--- config.mk ---
export PLATFORM = sky130hd
export DESIGN_NAME = fir_decim_buffer
export DESIGN_NICKNAME = d
export VERILOG_FILES = /design/src/rtl/fir_decim_buffer.sv
export SDC_FILE = /design/constraint.sdc
export NUM_CORES = 1
export LEC_CHECK = 0
export CAP_MARGIN = 5
export CORE_ASPECT_RATIO = 1.75
export CORE_MARGIN = 10
export CORE_UTILIZATION = 45
export CTS_BUF_LIST = sky130_fd_sc_hd__clkbuf_4 sky130_fd_sc_hd__clkbuf_8
export CTS_CLUSTER_DIAMETER = 200
export DETAILED_ROUTE_END_ITERATION = 10
export HOLD_SLACK_MARGIN = 0.03
export PLACE_DENSITY = 0.63
export SKIP_LAST_GASP = 1
export SLEW_MARGIN = 20
export SYNTH_ARGS = -nofsm -noshare
export SYNTH_HDL_FRONTEND = slang
export SYNTH_SLANG_ARGS = --single-unit
--- constraint.sdc ---
create_clock -name clk -period 5.06 [get_ports clk]
set_input_delay 1.012 -clock clk [delete_from_list [all_inputs] [get_ports clk]]
set_output_delay 1.012 -clock clk [all_outputs]
set_load 0.05 [all_outputs]
--- src/rtl/fir_decim_buffer.sv ---
`default_nettype none
// ============================================================================
//  Module   : fir_decim_buffer
//  Purpose  : Sits behind a 9-tap FIR filter. It discards the filter's
//             warm-up samples, keeps every DECIM-th accepted sample after
//             that, and queues the kept samples in a small output FIFO that
//             drains through a valid/ready handshake.
//  Ports    : clk       - clock, all state changes on the rising edge
//             rstN      - asynchronous active-low reset
//             y         - filter output sample (signed 16 bit)
//             in_valid  - y is valid this cycle (no input backpressure)
//             restart   - synchronous soft restart (empties FIFO, re-warms)
//             out_data  - FIFO head word (0 while empty)
//             out_valid - FIFO non-empty
//             out_ready - consumer accepts the head word
//             level     - FIFO occupancy
//             overflow  - sticky: a kept sample was dropped on a full FIFO
//             clr_ovf   - synchronous clear of overflow (a new drop wins)
//  Revision : 1.0 - initial release
// ============================================================================
module fir_decim_buffer #(
  parameter int DECIM  = 4,   // 1..16
  parameter int WARMUP = 9,   // 0..255
  parameter int DEPTH  = 4    // power of two, 2..16
) (
  input  logic                           clk,
  input  logic                           rstN,
  input  logic signed [15:0]             y,
  input  logic                           in_valid,
  input  logic                           restart,
  output logic signed [15:0]             out_data,
  output logic                           out_valid,
  input  logic                           out_ready,
  output logic [$clog2(DEPTH+1)-1:0]     level,
  output logic                           overflow,
  input  logic                           clr_ovf
);

  localparam int AW = $clog2(DEPTH);
  localparam int LW = $clog2(DEPTH + 1);
  localparam int PW = 4;   // wide enough for phase 0..15
  localparam int CW = 8;   // wide enough for warm_cnt 0..254

  // WARMUP-1 wraps to all-ones when WARMUP==0; harmless because WARM is
  // never entered in that configuration.
  localparam logic [CW-1:0] WARM_LAST = CW'(WARMUP - 1);
  localparam logic [PW-1:0] PH_LAST   = PW'(DECIM - 1);
  localparam logic [LW-1:0] FULL_LVL  = LW'(DEPTH);

  typedef enum logic [0:0] {
    ST_WARM = 1'b0,
    ST_RUN  = 1'b1
  } state_t;

  localparam state_t START_STATE = (WARMUP == 0) ? ST_RUN : ST_WARM;

  state_t                  state_q,    state_d;
  logic [CW-1:0]           warm_cnt_q, warm_cnt_d;
  logic [PW-1:0]           phase_q,    phase_d;
  logic [AW-1:0]           wr_ptr_q,   wr_ptr_d;
  logic [AW-1:0]           rd_ptr_q,   rd_ptr_d;
  logic [LW-1:0]           level_q,    level_d;
  logic                    overflow_q, overflow_d;
  logic signed [15:0]      mem_q [DEPTH];

  logic                    push_req;
  logic                    do_push;
  logic                    do_pop;
  logic                    ovf_set;
  logic                    full;
  logic                    not_empty;

  assign not_empty = (level_q != '0);
  assign full      = (level_q == FULL_LVL);

  // --------------------------------------------------------------------------
  // Next-state logic
  // --------------------------------------------------------------------------
  always_comb begin
    state_d    = state_q;
    warm_cnt_d = warm_cnt_q;
    phase_d    = phase_q;
    wr_ptr_d   = wr_ptr_q;
    rd_ptr_d   = rd_ptr_q;
    level_d    = level_q;
    push_req   = 1'b0;
    do_push    = 1'b0;
    do_pop     = 1'b0;
    ovf_set    = 1'b0;

    if (restart) begin
      // Restart outranks everything this cycle, including the sample on y
      // and any pop the consumer asks for.
      state_d    = START_STATE;
      warm_cnt_d = '0;
      phase_d    = '0;
      wr_ptr_d   = '0;
      rd_ptr_d   = '0;
      level_d    = '0;
    end else begin
      unique case (state_q)
        ST_WARM: begin
          if (in_valid) begin
            if (warm_cnt_q == WARM_LAST) begin
              state_d    = ST_RUN;
              warm_cnt_d = '0;
              phase_d    = '0;
            end else begin
              warm_cnt_d = warm_cnt_q + CW'(1);
            end
          end
        end
        ST_RUN: begin
          if (in_valid) begin
            push_req = (phase_q == '0);
            phase_d  = (phase_q == PH_LAST) ? '0 : phase_q + PW'(1);
          end
        end
        default: state_d = START_STATE;
      endcase

      do_pop = not_empty && out_ready;
      // A simultaneous pop frees the slot, so a full FIFO can still accept.
      do_push = push_req && (!full || do_pop);
      ovf_set = push_req && full && !do_pop;

      if (do_push) wr_ptr_d = wr_ptr_q + AW'(1);
      if (do_pop)  rd_ptr_d = rd_ptr_q + AW'(1);

      if (do_push && !do_pop) begin
        level_d = level_q + LW'(1);
      end else if (!do_push && do_pop) begin
        level_d = level_q - LW'(1);
      end
    end

    // Restart leaves the flag alone; a fresh drop beats a clear.
    overflow_d = ovf_set | (overflow_q & ~clr_ovf);
  end

  // --------------------------------------------------------------------------
  // Control state
  // --------------------------------------------------------------------------
  always_ff @(posedge clk or negedge rstN) begin
    if (!rstN) begin
      state_q    <= START_STATE;
      warm_cnt_q <= '0;
      phase_q    <= '0;
      wr_ptr_q   <= '0;
      rd_ptr_q   <= '0;
      level_q    <= '0;
      overflow_q <= 1'b0;
    end else begin
      state_q    <= state_d;
      warm_cnt_q <= warm_cnt_d;
      phase_q    <= phase_d;
      wr_ptr_q   <= wr_ptr_d;
      rd_ptr_q   <= rd_ptr_d;
      level_q    <= level_d;
      overflow_q <= overflow_d;
    end
  end

  // --------------------------------------------------------------------------
  // FIFO storage. Not reset: stale words are never visible because the head
  // is masked to zero whenever the FIFO is empty.
  // --------------------------------------------------------------------------
  always_ff @(posedge clk) begin
    if (do_push) begin
      mem_q[wr_ptr_q] <= y;
    end
  end

  assign out_data  = not_empty ? mem_q[rd_ptr_q] : '0;
  assign out_valid = not_empty;
  assign level     = level_q;
  assign overflow  = overflow_q;

endmodule
`default_nettype wire

[After elaboration in Yosys (flattened, before gate mapping)]
Memories as Yosys holds them, arrays and structs flattened.
Index checks and enable logic that the tools add are counted.
Storage, ports and cells
  flip-flop bits (word level): 21
  bits in latches: 0
  memory bits (writable): 64
  ROM bits: 0
  input port bits: 22
  output and inout bits: 21
  logic and storage cells: 72
  memories: 1
Memory list
  mem_q: words 4, width 16, read ports 1, clocked after memory_dff 0, write ports 1, line 64  | logic signed [15:0] mem_q [DEPTH];
Operators by class
  $add $sub $neg: 6
  multiply operators: 0
  divide/modulo/power cells: 0
  magnitude comparators: 0
  eq/ne operators: 7
  shift-type cells: 0
  muxes and demuxes: 29
  bitwise logic cells: 4
  reductions and logical operators: 18
Operator list (count)
  2-to-1 mux 8 bit: 4
  2-to-1 mux 4 bit: 5
  2-to-1 mux 16 bit: 1
  2-to-1 mux 1 bit: 11
  2-to-1 mux 3 bit: 3
  inequality test 3 bit (second input constant): 3
  adder 8 x 1 -> 8 bit (second input constant): 1
  equality test 8 x 4 -> 1 bit (second input constant): 1
  2-to-1 mux 2 bit: 4
  case mux 4 bit (2 select lines): 1
  logical AND 1 bit: 6
  nonzero test 2 bit: 3
  nonzero test 3 bit: 2
  adder 2 x 1 -> 2 bit (second input constant): 2
  adder 4 x 1 -> 4 bit (second input constant): 1
  equality test 4 x 2 -> 1 bit (second input constant): 1
  zero test 4 bit: 1
  adder 3 x 1 -> 3 bit (second input constant): 1
  equality test 3 bit (second input constant): 1
  zero test 1 bit: 3
  AND reduction 3 bit: 1
  subtractor 3 x 1 -> 3 bit (second input constant): 1
  inequality test 2 bit (second input constant): 1
  inverter 1 bit: 2
  4 further kinds: 4

[Depth between registers and ports, before layout]
  depth after elaboration: 10
  depth in mapped cells: 8
  mapped depth without buffers: 8

[Worst setup path after synthesis]
OpenSTA, ideal clock, no wires.
  path type: register -> output
  from: register level_q[0] (netlist: level[0])
  to: output port out_data[10]
  data arrival time: 2228 ps
  required time: 4048 ps
  slack: 1820 ps
  cell stages (with the launch flop): 5
  path through: dfrtp_1 or3_1 clkbuf_1 clkbuf_1 and2_1
Between the ends
  word-level cells in the longest chain between the ends: 2
RTL lines
  start: declaration: line 62  | logic [LW-1:0] level_q, level_d;
  start signal: assignment: line 159  | level_q <= level_d;
  nonzero test 3 bit: line 73  | assign not_empty = (level_q != '0);
  named net out_valid: line 32  | output logic out_valid,
  2-to-1 mux 16 bit: line 174  | assign out_data = not_empty ? mem_q[rd_ptr_q] : '0;
  end: declaration: line 31  | output logic signed [15:0] out_data,
The timed path passes the listed nets, and every way through them passes these cells.

[Worst setup path after layout]
  from: register rd_ptr_q[0]
  to: output port out_data[5]
Between the ends
  word-level cells in the longest chain between the ends: 2
RTL lines
  start: declaration: line 61  | logic [AW-1:0] rd_ptr_q, rd_ptr_d;
  start signal: assignment: line 158  | rd_ptr_q <= rd_ptr_d;
  memory read (4 x 16 bit)
  2-to-1 mux 16 bit: line 174
Every way passes these cells.

==> impl_metrics.toml <==
[layout]
finalNetCount = 316
diodes = 0
drive_gt1_share_pct = 13.1
area_delta_synth_final_pct = 18.8
utilization_pct = 55.3
nFillCells = 686

[power]
peakVddDrop_uv = 321
p_leak_nw = 1.55
power_density_nw_per_um2 = 475

[setup_path]
critPathTopFamily = "buffers and inverters"
crit_chain = "buf_4 -> mux4_2 -> and2_1 -> clkdlybuf4s50_1"
criticalPathCategory = "flip-flop to output pin"
startpoint_type = "flip-flop"
critPathMaxFanout = 13
cp_slowest_cell = "clkdlybuf4s50_1"
worst_setup_path_end_kind = "output pin"
cp.required_ns = 4.05
cp.arrival_ns = 2.64
slowest_delay_ns = 0.70
path_buf_inv = 2

[clock_tree]
htree_levels = 3
cts_max_path_buffers = 2
cts_setup_buffers = 0
cts_buffers = 9
clock-sinks = 85
cts_tree = "built"
hold_buffers = 0
cts.repair.resized = 0
clk_latency_ns = 0.35
root_buffer = "clkbuf_8"
path_clk_slew_ns = 0.07

[grt]
antenna_found_initial = 0
grt_max_degree = 24
overflow = 0
grt_pass1_vias = 2234
track_usage_pct = 11.9
grt_pass1_wl_um = 11100

[yosys]
synth_top_flop_cell = "edfxtp_1"
synth_edf_count = 64
post_synth_inst_count = 240
synth_top_area_share_pct = 51.9
ys_warn_count = 0
async_reset_ff_share_pct = 24.7
synth_area_sq_um = 3710
synth_common_cells = "64 x edfxtp_1, 22 x and2_1, 21 x dfrtp_1, 16 x mux4_2, 15 x nor2_1"
synth-seq-cells = 85
synthDistinctLibCells = 46
synth_most_common_cell = "edfxtp_1"
synth_top_area_cell = "edfxtp_1"
syn_nets = 271
yosysSeqAreaShare_pct = 66.0
synth_area_leaders = "edfxtp_1 52%, dfrtp_1 14%, mux4_2 9.7%, and2_1 3.7%, ha_1 2.7%"
syn_avg_cell_area_sq_um = 15.4

[timing]
clock.fmax_ghz = 0.274
period_needed_ns = 3.65
fin_hold_ws_ns = 0.502
rsz0062_at_grt = "false"
fin_tns_setup_ns = 0
setup_viol = 0
slew_violations = 0
fin_ws_ns = 1.41
fin_crit_sh_pct = 72.2
slew-limit-headroom_pct = 34.7
hold_viol = 0
worst_pin_slew_ns = 0.977
skew_ns = 0.00654

[die]
die_h_um = 140
ioPinCount = 43
num_rows = 43
coreArea_sq_um = 7960
initial_utilization_pct = 46.5
die-width_um = 88.6
die_area_sq_um = 12400

[placement]
place_hpwl_um = 4930
io_buffer_count = 42
pre_cts_ws_ns = 1.53
globalplace.congestion = 0.794

[drt]
wl_per_cell_um = 18.3
route.vias.total = 2084
firstDrtPassIters = 4
totalWireLength_um = 6940
viasPerCell = 5.48
drc = 0
dr.first_iter.drc_count = 139
ant_nets = 0

[hold_path]
hold_class = "flip-flop to flip-flop"

[job]
maxCapViolations = 0

[outcome]
outcome = "complete, no violations"
-- area by class of cell --
cell class | count | area, sq um | area share, %
flip-flops and latches | 85 | 2450 | 55.6
multi-input cells | 131 | 1160 | 26.4
repair buffers | 44 | 435 | 9.89
clock buffers | 11 | 145 | 3.30
well taps | 90 | 113 | 2.56
inverters | 14 | 52.6 | 1.19
clock inverters | 5 | 50.0 | 1.14
-- power breakdown --
group          switching, mW  internal [mW]
sequential            0.0302          0.765
combinational          0.524          0.308
clock                  0.223          0.244
total                  0.777           1.32
-- sequential cells by signal, summed over array words and instances, names as in the netlist --
name,flops
mem_q,64
warm_cnt_q,8
phase_q,4
level,3
rd_ptr_q,2
wr_ptr_q,2
overflow,1
state_q,1
-- through the flow --
step                instances  instance area [sq um]  power [mW]
CTS                       380                   4400        2.13
detailed placement        364                   4210        1.66
floorplan                 240                   3710        1.39
finish                    380                   4400        2.09
global placement          364                   4210        1.65
global route              380                   4400        2.19
-- path summary, 6_finish.rpt --
kind / from / to / slack, ns / cells past startpoint
worst max-delay path: rd_ptr_q[0] / out_data[5] / 1.41 / 4
worst min-delay path: warm_cnt_q[7] / warm_cnt_q[7] / 0.50 / 1
worst max register to register: state_q / mem_q[1][15] / 2.37 / 4
worst min register to register: warm_cnt_q[7] / warm_cnt_q[7] / 0.50 / 1
max in group asynchronous: rstN / level[1] / 3.26 / 1
min in group asynchronous: rstN / warm_cnt_q[0] / 1.20 / 1
-- per-layer routing --
layer	wire length (um)	share of wire [%]	global-route usage, %	vias to the layer above
li1	-	-	-	998
met1	2600	37	12.3	1046
met2	3940	57	21.0	35
met3	316	4.6	3.54	5
met4	91	1.3	5.47	0
met5	0	0	0	-
-- worst reg2reg max path: stages (launching register included) --
cell and delay, ns:
dfrtp_1 0.52, or3b_4 0.44, or2_1 0.31, nor3_1 0.30, and2_1 0.75
-- cell usage in the layout, fill, tap and decap left out, types with 2 or more instances in the layout --
cell type and n:
buf_4 2, a31oi_1 5, clkbuf_8 10, and3_1 2, nor3_1 2, mux4_2 16
nor2b_1 2, mux2_1 2, o311ai_0 2, nor4_1 2, edfxtp_1 64, xor2_1 6
o2111ai_1 4, and2_1 22, or3_1 2, nor2_1 15, ha_1 8, o21ai_0 5
nand3_1 3, clkinv_2 4, a21oi_1 3, inv_1 14, nand2_1 9, clkdlybuf4s50_1 42
dfrtp_1 21
-- kinds of logic (layout without fill, tap and decap cells) --
family	Yosys count	count (layout)	synth area share, %
AO/OA/AOI/OAI	28	28	5.64
AND/OR/NAND/NOR	67	67	9.89
XOR/XNOR	7	7	1.65
buffers and inverters	24	74	2.63
multiplexers	20	20	10.9
flip-flops	85	85	66.0
adder cells (fa/ha/maj)	9	9	3.24
No activity file was read; power rests on OpenSTA's default activity.
